===== src/rtl/crc_job_master.sv =====
// Bus initiator that sequences CRC peripheral register writes for one job, streams data, and reads back the result.
// Optional build macro CRC_CHECK_EN adds a compare against a latched expected CRC value.
module crc_job_master #(
  parameter logic [31:0] CRC_BASE  = 32'h4003_2000,
  parameter logic [31:0] IDLE_ADDR = 32'h0000_0000,
  parameter int          CNT_W     = 16
) (
  input  logic             clk,
  input  logic             rst,
  input  logic             start,
  input  logic [31:0]      cfg_ctrl,
  input  logic [31:0]      cfg_poly,
  input  logic [31:0]      cfg_seed,
  input  logic             s_valid,
  output logic             s_ready,
  input  logic [31:0]      s_data,
  input  logic             s_last,
  output logic [31:0]      bus_addr,
  output logic             bus_rw,
  output logic [31:0]      bus_data_wr,
  input  logic [31:0]      bus_data_rd,
  output logic             busy,
  output logic [31:0]      result,
  output logic             result_valid,
`ifdef CRC_CHECK_EN
  input  logic [31:0]      cfg_expected,
  output logic             crc_match,
`endif
  output logic [CNT_W-1:0] word_count
);

  localparam logic [31:0] ADDR_DATA = CRC_BASE;
  localparam logic [31:0] ADDR_POLY = CRC_BASE + 32'h4;
  localparam logic [31:0] ADDR_CTRL = CRC_BASE + 32'h8;
  localparam logic [31:0] WAS_MASK  = 32'h0200_0000;

  typedef enum logic [2:0] {
    IDLE, CFG_WAS, CFG_POLY, CFG_SEED, CFG_RUN, STREAM, RD_REQ, RD_CAP
  } state_t;

  state_t            state_reg, state_next;
  logic [31:0]       bus_addr_reg, bus_addr_next;
  logic              bus_rw_reg, bus_rw_next;
  logic [31:0]       bus_data_reg, bus_data_next;
  logic [31:0]       ctrl_reg, ctrl_next;
  logic [31:0]       poly_reg, poly_next;
  logic [31:0]       seed_reg, seed_next;
  logic [31:0]       result_reg, result_next;
  logic              result_valid_reg, result_valid_next;
  logic [CNT_W-1:0]  word_count_reg, word_count_next;
`ifdef CRC_CHECK_EN
  logic [31:0]       expected_reg, expected_next;
  logic              crc_match_reg, crc_match_next;
`endif

  always_comb begin
    state_next        = state_reg;
    bus_addr_next     = IDLE_ADDR;
    bus_rw_next       = 1'b0;
    bus_data_next     = 32'h0;
    ctrl_next         = ctrl_reg;
    poly_next         = poly_reg;
    seed_next         = seed_reg;
    result_next       = result_reg;
    result_valid_next = 1'b0;
    word_count_next   = word_count_reg;
`ifdef CRC_CHECK_EN
    expected_next     = expected_reg;
    crc_match_next    = crc_match_reg;
`endif
    case (state_reg)
      IDLE: begin
        if (start) begin
          state_next      = CFG_WAS;
          word_count_next = '0;
          ctrl_next       = cfg_ctrl;
          poly_next       = cfg_poly;
          seed_next       = cfg_seed;
`ifdef CRC_CHECK_EN
          expected_next   = cfg_expected;
`endif
          // First write uses the live inputs since the latches update on this same edge.
          bus_addr_next   = ADDR_CTRL;
          bus_rw_next     = 1'b1;
          bus_data_next   = cfg_ctrl | WAS_MASK;
        end
      end
      CFG_WAS: begin
        state_next    = CFG_POLY;
        bus_addr_next = ADDR_POLY;
        bus_rw_next   = 1'b1;
        bus_data_next = poly_reg;
      end
      CFG_POLY: begin
        state_next    = CFG_SEED;
        bus_addr_next = ADDR_DATA;
        bus_rw_next   = 1'b1;
        bus_data_next = seed_reg;
      end
      CFG_SEED: begin
        state_next    = CFG_RUN;
        bus_addr_next = ADDR_CTRL;
        bus_rw_next   = 1'b1;
        bus_data_next = ctrl_reg & ~WAS_MASK;
      end
      CFG_RUN: state_next = STREAM;
      STREAM: begin
        if (s_valid) begin
          bus_addr_next   = ADDR_DATA;
          bus_rw_next     = 1'b1;
          bus_data_next   = s_data;
          word_count_next = (&word_count_reg) ? word_count_reg : word_count_reg + 1'b1;
          if (s_last) state_next = RD_REQ;
        end
      end
      RD_REQ: begin
        state_next    = RD_CAP;
        bus_addr_next = ADDR_DATA;
      end
      RD_CAP: begin
        state_next        = IDLE;
        result_next       = bus_data_rd;
        result_valid_next = 1'b1;
`ifdef CRC_CHECK_EN
        crc_match_next    = (bus_data_rd == expected_reg);
`endif
      end
      default: state_next = IDLE;
    endcase
  end

  always_ff @(posedge clk) begin
    if (rst) begin
      state_reg        <= IDLE;
      bus_addr_reg     <= IDLE_ADDR;
      bus_rw_reg       <= 1'b0;
      bus_data_reg     <= 32'h0;
      ctrl_reg         <= 32'h0;
      poly_reg         <= 32'h0;
      seed_reg         <= 32'h0;
      result_reg       <= 32'h0;
      result_valid_reg <= 1'b0;
      word_count_reg   <= '0;
`ifdef CRC_CHECK_EN
      expected_reg     <= 32'h0;
      crc_match_reg    <= 1'b0;
`endif
    end else begin
      state_reg        <= state_next;
      bus_addr_reg     <= bus_addr_next;
      bus_rw_reg       <= bus_rw_next;
      bus_data_reg     <= bus_data_next;
      ctrl_reg         <= ctrl_next;
      poly_reg         <= poly_next;
      seed_reg         <= seed_next;
      result_reg       <= result_next;
      result_valid_reg <= result_valid_next;
      word_count_reg   <= word_count_next;
`ifdef CRC_CHECK_EN
      expected_reg     <= expected_next;
      crc_match_reg    <= crc_match_next;
`endif
    end
  end

  assign s_ready      = (state_reg == STREAM);
  assign busy         = (state_reg != IDLE);
  assign bus_addr     = bus_addr_reg;
  assign bus_rw       = bus_rw_reg;
  assign bus_data_wr  = bus_data_reg;
  assign result       = result_reg;
  assign result_valid = result_valid_reg;
  assign word_count   = word_count_reg;
`ifdef CRC_CHECK_EN
  assign crc_match    = crc_match_reg;
`endif

endmodule


===== config.mk =====
export PLATFORM = sky130hd
export DESIGN_NAME = crc_job_master
export DESIGN_NICKNAME = d
export VERILOG_FILES = /design/src/rtl/crc_job_master.sv
export SDC_FILE = /design/constraint.sdc
export NUM_CORES = 1
export LEC_CHECK = 0
export BUFFER_PORTS_ARGS = -buffer_cell sky130_fd_sc_hd__clkbuf_2
export CORE_MARGIN = 2
export CORE_UTILIZATION = 30
export CTS_CLUSTER_DIAMETER = 200
export DETAILED_ROUTE_END_ITERATION = 7
export PLACE_DENSITY = 0.6
export SLEW_MARGIN = 20
export SYNTH_ARGS = -nofsm -noshare
export SYNTH_HDL_FRONTEND = slang
export SYNTH_SLANG_ARGS = --single-unit

===== constraint.sdc =====
create_clock -name clk -period 2.1 [get_ports clk]
set_input_delay 0 -clock clk [delete_from_list [all_inputs] [get_ports clk]]
set_output_delay 0 -clock clk [all_outputs]
set_load 0.01 [all_outputs]

# Word-level counts from Yosys, hierarchy flattened
# Index checks and enable logic that the tools add are counted.
dict set report totals {
  out_inout_bits 116
  word_cells 49
  regBits 213
  in_bits 165
}
dict set report op_classes {
  addsub 1
  n_reduce_logical 9
  eq_ne 11
  muxes 18
}
# op count
set ops {}
lappend ops {{one-hot mux 32 bit (5 select lines)} 1}
lappend ops {{one-hot mux 31 bit (5 select lines)} 1}
lappend ops {{two-way mux 32 bit} 2}
lappend ops {{two-way mux 31 bit} 2}
lappend ops {{two-way mux 16 bit} 3}
lappend ops {{one-hot mux 16 bit (2 select lines)} 1}
lappend ops {{one-hot mux 3 bit (8 select lines)} 1}
lappend ops {{adder 16 x 1 -> 16 bit (second input constant)} 1}
lappend ops {{AND reduction 16 bit} 1}
lappend ops {{== test 3 bit (second input constant)} 4}
lappend ops {{two-way mux 3 bit} 3}
lappend ops {{== test 3 x 2 -> 1 bit (second input constant)} 2}
lappend ops {{!= test 2 bit (second input constant)} 3}
lappend ops {{AND reduction 4 bit} 1}
lappend ops {{== test 3 x 1 -> 1 bit (second input constant)} 1}
lappend ops {{logical NOT 3 bit} 1}
lappend ops {{two-way mux 1 bit} 3}
lappend ops {{one-hot mux 1 bit (3 select lines)} 1}
lappend ops {{AND reduction 3 bit} 1}
lappend ops {{nonzero test 3 bit} 1}
lappend ops {{OR reduction 3 bit} 1}
lappend ops {{!= test 2 x 1 -> 1 bit (second input constant)} 1}
lappend ops {{AND reduction 2 bit} 1}
lappend ops {{nonzero test 2 bit} 1}
lappend ops {{OR reduction 2 bit} 1}

# Longest topological paths before layout
# Gate-level depths: netlist of run 1.
dict set report depth {
  ltp_word 4
  mapped_depth 9
  depth_no_buf 7
}

# Least setup slack after synthesis of run 1
# OpenSTA, ideal clock, no wires.
dict set report synth_timing {
  kind {register -> register}
  start {register word_count_reg[0] (netlist: word_count[0])}
  end {register word_count_reg[3] (netlist: word_count[3])}
  n_path_buf 2
  t_arrival_ns 1.789
  setup_slack_ns 0.220
  path_stages_with_launch 9
  period_less_slack_ns 1.880
  setup_time_ns 0.091
  t_required_ns 2.009
  path_cell_list {dfxtp_1 > ha_1 > and4_1 > buf_2 > and4_4 > a21oi_2 > buf_6 > a41oi_2 > a311oi_1}
}
dict set report synth_via {
  elab_chain_len 4
  elab_cells_between_ends 7
  cone_classes {add/sub: 1; eq/ne: 1; mux: 3; reduce/logical: 2}
}
# item line_no
set synth_lines {}
lappend synth_lines {{from (decl)} 50} ;# logic [CNT_W-1:0] word_count_reg, word_count_next;
lappend synth_lines {{from (signal assigned)} 158} ;# word_count_reg <= word_count_next;
lappend synth_lines {{adder 16 x 1 -> 16 bit} 112} ;# word_count_next = (&word_count_reg) ? word_count_reg : word_count_reg + 1'b1;
lappend synth_lines {{two-way mux 16 bit} 112}
lappend synth_lines {{two-way mux 16 bit} 108} ;# if (s_valid) begin
lappend synth_lines {{one-hot mux 16 bit (2 select lines)} 71} ;# case (state_reg)
# Parallel ways exist; a longest one is shown, timed or not. The select of a mux whose other input is x is not followed.
# A chain may end at the register's enable or synchronous reset.

# Final worst setup path of run 1
dict set report layout_timing {
  start {register state_reg[0]}
  end {register bus_data_reg[30] (netlist: bus_data_wr[30])}
}
dict set report layout_via {
  elab_chain_len 2
  elab_cells_between_ends 6
  cone_classes {eq/ne: 4; mux: 1; reduce/logical: 1}
}
# item line_no
set layout_lines {}
lappend layout_lines {{from (decl)} 41} ;# state_t state_reg, state_next;
lappend layout_lines {{from (signal assigned)} 149} ;# state_reg <= state_next;
lappend layout_lines {{== test 3 bit (tied with other cells)} 71}
lappend layout_lines {{one-hot mux 32 bit (5 select lines) *} 71}
lappend layout_lines {{to (signal assigned)} 152} ;# bus_data_reg <= bus_data_next;
lappend layout_lines {{to (decl)} 44} ;# logic [31:0] bus_data_reg, bus_data_next;
# Every way passes the cells marked *; elsewhere a longest branch is shown, timed or not.

==> results of run 1 <==
## power breakdown
group	internal (mW)	leakage (nW)	switching (mW)	total, mW
sequential	3.67	1.49	0.100	3.77
clock	1.71	0.273	1.50	3.21
combinational	0.624	2.85	0.718	1.34
total	6.00	4.62	2.31	8.32
## final cells by class
cell class	instances	area, um^2
fill	2433	13700
sequential	183	3660
multi-input combinational	688	3530
timing repair buffer	441	3130
clock buffer	19	443
tap	330	413
clock inverter	13	138
inverter	4	15.0
antenna	4	10.0
## metal layers
| metal | global-route usage [%] | up-vias |
|---|---|---|
| met5 | 0 | - |
| met4 | 4.55 | 2 |
| met3 | 4.44 | 18 |
| met2 | 30.5 | 320 |
| met1 | 23.1 | 3720 |
| li1 | - | 3973 |
## stage by stage
stage                     hold slack (ps)  utilization (%)  setup WS, ps
after floorplan                       136                -           220
after global placement                224             36.4           127
after detailed placement              229             36.4          60.9
after CTS                            35.7             45.2          24.4
after global routing                 90.9             45.3          26.5
final                                55.6             45.3           152
## Yosys cell counts, types with 2 or more instances
cell type	count	area, um^2
inv_2	2	7.51
nor2b_1	3	18.8
buf_4	29	218
clkbuf_1	48	180
a21o_1	2	15.0
buf_1	7	26.3
o21a_1	2	15.0
nor3_1	7	35.0
or2_2	2	12.5
dfxtp_1	183	3660
a21oi_1	145	726
inv_1	2	7.51
nand2_1	302	1130
o21ai_0	42	210
nand4bb_1	2	22.5
a31oi_1	6	37.5
nand3_1	10	50.1
buf_2	21	105
a222oi_1	31	310
mux2i_1	32	320
nor4_1	2	12.5
a311oi_1	7	61.3
nor2_1	42	158
a211oi_2	2	25.0
nand4_1	4	25.0
## worst max-delay path, cell delays in order (launching register included)
cell	delay, ps
dfxtp_1	390
buf_4	210
nor2b_2	820
nand2_1	140
o21ai_0	110
a222oi_1	80
nor2_1	120
## how the worst max path moves through the flow
stage,startpoint,end,slack (ps),cells after the start
2_1_floorplan,word_count[0],word_count[3],220,8
3_3_place_gp,word_count[0],word_count[3],130,6
3_5_place_dp,word_count[0],word_count[14],60,6
4_1_cts,word_count[0],word_count[14],20,6
5_1_grt,state_reg[0],bus_data_wr[23],30,6
6_report,state_reg[0],bus_data_wr[30],150,6
## repair_timing
action	4_1_cts	5_1_grt
gates resized for setup	0	2
endpoints found under the hold margin	163	0
setup endpoints to repair	0	7
hold buffers	163	0
## kinds of logic after synthesis
logic type / Yosys count
xor gates and xnor gates: 1
buffers and inverters: 110
muxes: 32
DFF: 183
AOI/OAI and AO/OA: 244
other: 1
adders and majority gates: 1
and+or+nand+nor: 383
==> results by group, run 1 <==
Placed design
  – Dpl cells: 1482
  – Number of port buffers: 253
  – Gp weighted congestion: 0.831
  – Post-DP HPWL: 14900 um
  – Dpl cell area: 9100 um^2

Critical path
  – Startpoint Class: flip-flop
  – Arrival time at the worst endpoint: 2300 ps
  – Critical path capture point type: flip-flop
  – Critical Path Fanout Max: 16
  – R2R setup slack: 150 ps
  – Critical path type: flip-flop to flip-flop
  – RR Endpoint: bus_data_wr[30]
  – RR Startpoint: state_reg[0]
  – Critical Path RT: 2450 ps
  – Reg2reg path depth: 6

Power
  – Pwr per Cell Area: 733 nW/um^2
  – VDD IR-drop max: 0.365 mV
  – Leak: 4.62 nW
  – Total power: 8.32 mW

Floorplan
  – Die area: 26700 um^2
  – Row cnt: 58
  – DIE WIDTH: 163 um
  – Height of the die: 163 um
  – Core ar.: 25000 um^2
  – I/O pins: 281
  – Initial cell density of the core: 30.4%

STA
  – RSZ-0062 raised after global routing: false
  – Final setup violation count: 0
  – Final Hold Viols: 0
  – Tightest Pin Transition: 1060 ps
  – Skew final: 8.92 ps
  – Post-layout min period: 1950 ps
  – Post-Route Setup TNS: 0 ps
  – Max Clk Rate: 513 MHz
  – Fin crit share: 92.7%
  – Max-slew violations: 0
  – Max-Slew Margin vs Limit: 29.3%

Clock tree
  – Clk sink count: 183
  – Setup Fix Bufs, Post-CTS: 0
  – Clock Path Buffers: 2
  – H-tree depth: 4
  – Clock root buffer: clkbuf_16
  – Inserted Clock Buffers: 17
  – TritonCTS clock tree: done
  – CTS clk-pin slew, worst paths: 70 ps
  – Clk_lat worst skew: 420 ps

Routing
  – Detail Route Antenna Nets: 0
  – Iteration-0 DRC Markers: 681
  – DRT met1 WL: 11000 um
  – Metal2 WL: 12100 um
  – WL per Instance: 14.9 um
  – DRC: 37
  – DR top layer: met5
  – Via density: 4.78
  – Metal3 WL: 1780 um
  – Final wirelength: 25100 um
  – Vias: 8033
  – First-pass iteration count of the detailed router: 8

Hold path
  – Worst Hold End: state_reg[0]
  – Hold-critical path depth: 4
  – Worst hold path class: input pin to flip-flop
  – Worst min-delay path startpoint: s_valid

Synthesis
  – Most common flop cell mapped by yosys: dfxtp_1
  – Synth Area in Compound Gates: 19.5%
  – Post-synth EDFFs: 0
  – Ys Warns: 0
  – Post-Synth Simple-Gate Area: 20.5%
  – Main combinational cell family by area after synthesis: simple AND/OR/NAND/NOR gates
  – Area of the mapped netlist: 7610 um^2
  – Multiplexer share of the synthesized area: 4.21%
  – Seq cells post-synth: 183
  – Async SR Flop Fraction: 0%
  – Cells after Synth: 955
  – Post-synthesis sequential area ratio: 48.1%
  – Syn avg cell area: 7.97 um^2
  – Adder-Cell Fraction of Synth Area: 0.164%
  – Library cells used by synthesis: 45
  – Synth Area in XOR/XNOR: 0.115%

Run status
  – Failing checks: design-rule violations
  – Status: finished, violations left

Final layout
  – Final #Nets: 1501
  – Most frequent cells in the layout: nand2_1 (302), clkbuf_2 (252), dfxtp_1 (182)
  – Layout cells sized above 1: 24.4%
  – Post-route cell area: 11300 um^2
  – Area growth syn-to-layout: 49.0%
  – Cell Count, Final, Fillers Out: 1682
  – Most common cell after layout, fill and taps aside: nand2_1

Global routing
  – Vias in the first global route: 7638
  – Maximum number of pins on one net before global-route repair: 127
  – Total global-route track usage: 18.1%
  – First-pass GRT wire length: 38800 um
  – Remaining Overflow, GRT: 0
  – Initial antenna violation count: 4

Run
  – Max-cap viol count: 0
(Power assumes the default switching activity.)
==> inputs of run 2 (changes only) <==
Settings changed: CAP_MARGIN set to 0, CORE_MARGIN 2 to unset.
==> run 2 against run 1 <==
Effect of this change: the flow still finishes with violations (design-rule violations); core utilization is 1.1 points higher; combinational power hardly changed; non-clock buffer count is 4 higher; first-iteration DRC count is 0.73% higher; critical path depth stayed put; routed wire length is 1.1% lower; clock skew is 12 ps higher.
==> results by group, run 2 (synthesis results as in run 1) <==
Run status
  – Status: finished, violations left
  – Failing checks: design-rule violations

Routing
  – First-pass iteration count of the detailed router: 8 (unchanged)
  – WL per Instance: 14.8 um (-0.79%)
  – DRC: 17 (-54%)
  – Detail Route Antenna Nets: 0 (unchanged)
  – Iteration-0 DRC Markers: 686 (+0.73%)
  – Vias: 7996 (-0.46%)
  – Via density: 4.77 (-0.10%)
  – Final wirelength: 24800 um (-1.1%)

STA
  – Post-layout min period: 1930 ps (-15.7 ps)
  – Max-slew violations: 0 (unchanged)
  – Max Clk Rate: 518 MHz (+0.81%)
  – Final setup violation count: 0 (unchanged)
  – RSZ-0062 raised after global routing: false
  – Tightest Pin Transition: 637 ps (-419 ps)
  – Final Hold Viols: 0 (unchanged)
  – Skew final: 20.4 ps (+11.5 ps)
  – Post-Route Setup TNS: 0 ps (unchanged)
  – Max-Slew Margin vs Limit: 57.5% (+28 points)
  – Fin crit share: 92.0% (-0.75 points)

Critical path
  – Startpoint Class: flip-flop
  – Arrival time at the worst endpoint: 2270 ps (-30 ps)
  – Critical path type: flip-flop to flip-flop
  – Critical Path Fanout Max: 11 (-5)
  – Reg2reg path depth: 6 (unchanged)
  – Critical Path RT: 2440 ps (about the same)
  – Critical path capture point type: flip-flop

Clock tree
  – H-tree depth: 4 (unchanged)
  – Clk sink count: 183 (unchanged)
  – Inserted Clock Buffers: 17 (unchanged)
  – Clock Path Buffers: 2 (unchanged)
  – Setup Fix Bufs, Post-CTS: 0 (unchanged)
  – TritonCTS clock tree: done
  – Clk_lat worst skew: 430 ps (about the same)
  – CTS clk-pin slew, worst paths: 70 ps (about the same)
  – Clock root buffer: clkbuf_16

Hold path
  – Worst hold path class: input pin to flip-flop
  – Hold-critical path depth: 3 (-1)

Floorplan
  – Core ar.: 24600 um^2 (-1.7%)
  – Initial cell density of the core: 30.9% (+0.53 points)
  – DIE WIDTH: 161 um (-1.2%)
  – Height of the die: 161 um (-1.2%)
  – I/O pins: 281 (unchanged)
  – Row cnt: 57 (-1.7%)
  – Die area: 26000 um^2 (-2.4%)

Global routing
  – First-pass GRT wire length: 39300 um (+1.3%)
  – Remaining Overflow, GRT: 0 (unchanged)
  – Total global-route track usage: 19.0% (+0.92 points)
  – Initial antenna violation count: 3 (-1)
  – Vias in the first global route: 7701 (+0.82%)
  – Maximum number of pins on one net before global-route repair: 127 (unchanged)

Power
  – VDD IR-drop max: 0.385 mV (+5.7%)
  – Total power: 8.56 mW (+2.9%)
  – Leak: 4.66 nW (+0.99%)
  – Pwr per Cell Area: 750 nW/um^2 (+2.3%)

Final layout
  – Layout cells sized above 1: 24.5% (+0.13 points)
  – Most common cell after layout, fill and taps aside: nand2_1
  – Most frequent cells in the layout: nand2_1 (302), clkbuf_2 (252), dfxtp_1 (182)
  – Final #Nets: 1504 (+0.20%)
  – Area growth syn-to-layout: 49.9%

Run
  – Max-cap viol count: 0 (unchanged)

Placed design
  – Post-DP HPWL: 14800 um (-0.50%)
  – Number of port buffers: 253 (unchanged)
  – Gp weighted congestion: 0.811 (-2.3%)
-- run 2: changes by cell type in the layout (fill, tap and decap cells not counted), moves of 2 or more --
cell	before	now
buf_12	3	5
bufinv_16	1	4
inv_8	3	0
buf_4	22	25
-- run 2: metal layers --
metal	GRT usage (%)	routed length, um	part of all wire (%)	vias up
met5	0	0	0	-
met4	5.15	247	1.0	0
met3	4.62	1450	5.8	22
met2	32.8	12300	50	282
met1	23.4	10800	44	3720
li1	-	-	-	3972
-- run 2: layout make-up --
class	count	area, um^2
fill	2404	13200
sequential	183	3660
multi-input combinational	687	3520
timing repair buffer	445	3180
clock buffer	17	425
tap	324	405
clock inverter	13	191
inverter	4	15.0
antenna	3	7.51
-- run 2: per-stage QoR --
stage	utilization (%)	hold WS [ps]	setup WS, ps	instances	cell area (um^2)
after floorplan	-	136	220	980	7710
after global placement	37.2	224	84.0	1480	9150
after detailed placement	37.2	229	48.0	1480	9150
after CTS	46.3	48.9	11.2	1673	11400
after global routing	46.4	59.5	18.7	1676	11400
final	46.4	41.2	168	1676	11400
-- run 2: timing repair --
item / 4_1_cts / 5_1_grt
endpoints found under the hold margin: 163 / 0
resized for setup: 0 / 1
hold buffers: 163 / 0
setup endpoints to repair: 0 / 8
-- run 2: critical path, stage by stage (launching register included) --
cell and delay [ps]:
dfxtp_1 310, ha_1 250, and4_1 290, and4_4 250
a21oi_4 320, a41oi_2 150, a311oi_1 260
-- run 2: worst paths after layout --
check                      from             to  slack (ps)
setup / recovery  word_count[0]  word_count[3]         170
hold / removal              rst   poly_reg[25]          40
setup reg to reg  word_count[0]  word_count[3]         170
hold reg to reg    poly_reg[13]   poly_reg[13]         450
-- run 2: power by group --
part / total [mW] / switching [mW] / internal [mW]
combinational: 1.35 / 0.719 / 0.636
clock: 3.44 / 1.44 / 2.00
sequential: 3.76 / 0.0926 / 3.67
total: 8.56 / 2.26 / 6.30
==> inputs of run 3 (changes only) <==
Settings changed: REMOVE_ABC_BUFFERS set to 1.
==> run 3 against run 2 <==
Effect of this change: the run now ends clean; clock skew fell by 11 ps; combinational power about the same; total power shrank 1.4%; global-route usage grew 0.22 points; setup slack improved by 63 ps; sequential share of layout area up 0.056 points; critical path type unchanged; flip-flop and latch count is the same; design area shrank 0.18%; final cell count barely moved; highest routed layer unchanged; sequential power about the same; non-clock buffer count up 2.
==> results by group, run 3 (synthesis results as in run 1) <==
Clock tree
  – CTS clk-pin slew, worst paths: 70 ps (about the same)
  – Post-CTS Hold Buffers: 162 (-0.61%)
  – Setup Fix Bufs, Post-CTS: 0 (unchanged)
  – Clock Path Buffers: 2 (unchanged)
  – H-tree depth: 4 (unchanged)
  – Clock root buffer: clkbuf_16
  – TritonCTS clock tree: done
  – Resized Gates After CTS: 0 (unchanged)
  – Clk sink count: 183 (unchanged)
  – Inserted Clock Buffers: 17 (unchanged)
  – Clk_lat worst skew: 420 ps (about the same)

Global routing
  – Remaining Overflow, GRT: 0 (unchanged)
  – Gr busiest metal: met2
  – M2 GR Usage: 33.2% (+0.33 points)
  – Initial antenna violation count: 0 (-3)
  – Vias in the first global route: 7737 (+0.47%)
  – Total global-route track usage: 19.2% (+0.22 points)
  – Maximum number of pins on one net before global-route repair: 152 (+20%)
  – First-pass GRT wire length: 40100 um (+1.9%)
  – Met3 Use GR: 3.03% (-1.6 points)
  – Grt met1 use: 24.1% (+0.71 points)

STA
  – Tightest Pin Transition: 798 ps (+160 ps)
  – Max-slew violations: 0 (unchanged)
  – Skew final: 9.78 ps (-10.6 ps)
  – Fin crit share: 89.0% (-3.0 points)
  – Final Hold Viols: 0 (unchanged)
  – Post-layout min period: 1870 ps (-62.5 ps)
  – Max-Slew Margin vs Limit: 46.8% (-11 points)
  – Max Clk Rate: 535 MHz (+3.3%)
  – Final setup violation count: 0 (unchanged)
  – RSZ-0062 raised after global routing: false

Power
  – Flop pwr share: 44.6% (+0.7 points)
  – Comb pwr share: 16.2% (+0.4 points)
  – VDD IR-drop max: 0.374 mV (-2.8%)
  – Int Power: 6.13 mW (-2.7%)
  – Switching share of power: 27.3% (+0.98 points)
  – NetSw: 2.31 mW (+2.2%)
  – Pwr per Cell Area: 740 nW/um^2 (-1.3%)
  – Clock power frac: 39.3% (-0.9 points)
  – Leak: 4.67 nW (about the same)
  – Total power: 8.43 mW (-1.4%)

Final layout
  – Layout fillers: 2372 (-1.3%)
  – Cell Count, Final, Fillers Out: 1677 (+0.060%)
  – Area growth syn-to-layout: 49.7%
  – Area of the multi-input gates: 3510 um^2 (-0.21%)
  – Most common cell after layout, fill and taps aside: nand2_1
  – Ant diodes: 0 (-3)
  – Layout cells sized above 1: 24.8% (+0.30 points)
  – Reg area: 3660 um^2 (unchanged)
  – Most frequent cells in the layout: nand2_1 (302), clkbuf_2 (252), dfxtp_1 (182)
  – Final #Nets: 1506 (+0.13%)

Critical path
  – CP max stage cell: dfxtp_1
  – Critical Path Max Stage Delay: 340 ps (+20 ps)
  – Critical Path RT: 2430 ps (about the same)
  – Crit-path cells: ha_1 > and4_1 > nand4_1 > nor3_1 > a31oi_1 > a311oi_1
  – Critical path type: flip-flop to flip-flop
  – Cell family with most CP delay: simple AND/OR/NAND/NOR gates
  – Critical Path Fanout Max: 6 (-5)
  – Worst Path Buf+Inv: 0 (unchanged)
  – Arrival time at the worst endpoint: 2200 ps (-70 ps)
  – Startpoint Class: flip-flop
  – Critical path capture point type: flip-flop

Routing
  – Via density: 4.78 (+0.29%)
  – WL per Instance: 14.9 um (+0.58%)
  – Vias: 8024 (+0.35%)
  – First-pass iteration count of the detailed router: 6 (-2)
  – DRC: 0 (-17)
  – Final wirelength: 24900 um (+0.64%)
  – Detail Route Antenna Nets: 0 (unchanged)
  – Iteration-0 DRC Markers: 595 (-13%)

Placed design
  – Dpl cells: 1483 (+0.20%)
  – Gp weighted congestion: 0.768 (-5.3%)
  – Number of port buffers: 253 (unchanged)
  – Post-DP HPWL: 15100 um (+2.2%)

Floorplan
  – Die area: 26000 um^2 (unchanged)
  – Initial cell density of the core: 30.9% (unchanged)
  – DIE WIDTH: 161 um (unchanged)
  – Core ar.: 24600 um^2 (unchanged)
  – Height of the die: 161 um (unchanged)
  – I/O pins: 281 (unchanged)
  – Row cnt: 57 (unchanged)

Run
  – Max-cap viol count: 0 (unchanged)

Run status
  – Status: complete, no violations

Hold path
  – Worst hold path class: input pin to flip-flop
## run 3: cell types whose count changed in the layout (fill, tap and decap cells not counted), sizes merged
| cell | change |
|---|---|
| buf | +3 |
| bufinv | -2 |
| clkbuf | +1 |
| clkinv | +1 |
| diode | -3 |
| dlygate4sd3 | -1 |
| inv | +2 |
## run 3: final cells by class
| cell class | count | share of cell area, % |
|---|---|---|
| clock buffers | 18 | 3.86 |
| multi-input cells | 687 | 30.9 |
| inverters | 4 | 0.132 |
| clock inverters | 14 | 1.41 |
| well taps | 324 | 3.56 |
| flip-flops and latches | 183 | 32.2 |
| repair buffers | 447 | 28.0 |
## run 3: worst min-delay path: stages
cell and delay (ps):
clkbuf_2 140, a21oi_1 70, o21ai_0 140, a21oi_1 60
## run 3: metrics by stage
step	hold WS (ps)	setup TNS [ps]	utilization, %	setup WS, ps	instance area [um^2]
6_report	40.2	0	46.3	231	11400
5_1_grt	34.1	0	46.3	48.2	11400
4_1_cts	13.3	0	46.3	246	11400
3_5_place_dp	228	0	37.3	259	9170
3_3_place_gp	223	0	37.3	286	9170
2_1_floorplan	64.6	-718760	-	-5430	7170
## run 3: power groups by stage
stage / clock network [mW] / logic (mW) / registers [mW]
floorplan: 0 / 0.563 / 3.88
global placement: 0 / 1.11 / 3.83
detailed placement: 0 / 1.11 / 3.84
CTS: 3.43 / 1.36 / 3.76
global route: 3.55 / 1.50 / 3.78
finish: 3.31 / 1.36 / 3.76
## run 3: final timing paths
check	from	end	slack [ps]	cells past startpoint
worst max-delay path	word_count[0]	word_count[10]	230	6
worst min-delay path	s_valid	state_reg[0]	40	4
worst max register to register	word_count[0]	word_count[10]	230	6
worst min register to register	result[0]	result[0]	450	2
## run 3: layer usage
layer | part of all wire [%] | wire length (um)
met2 | 50 | 12400
met1 | 44 | 10900
met3 | 4.5 | 1130
met4 | 1.9 | 464
met5 | 0 | 0
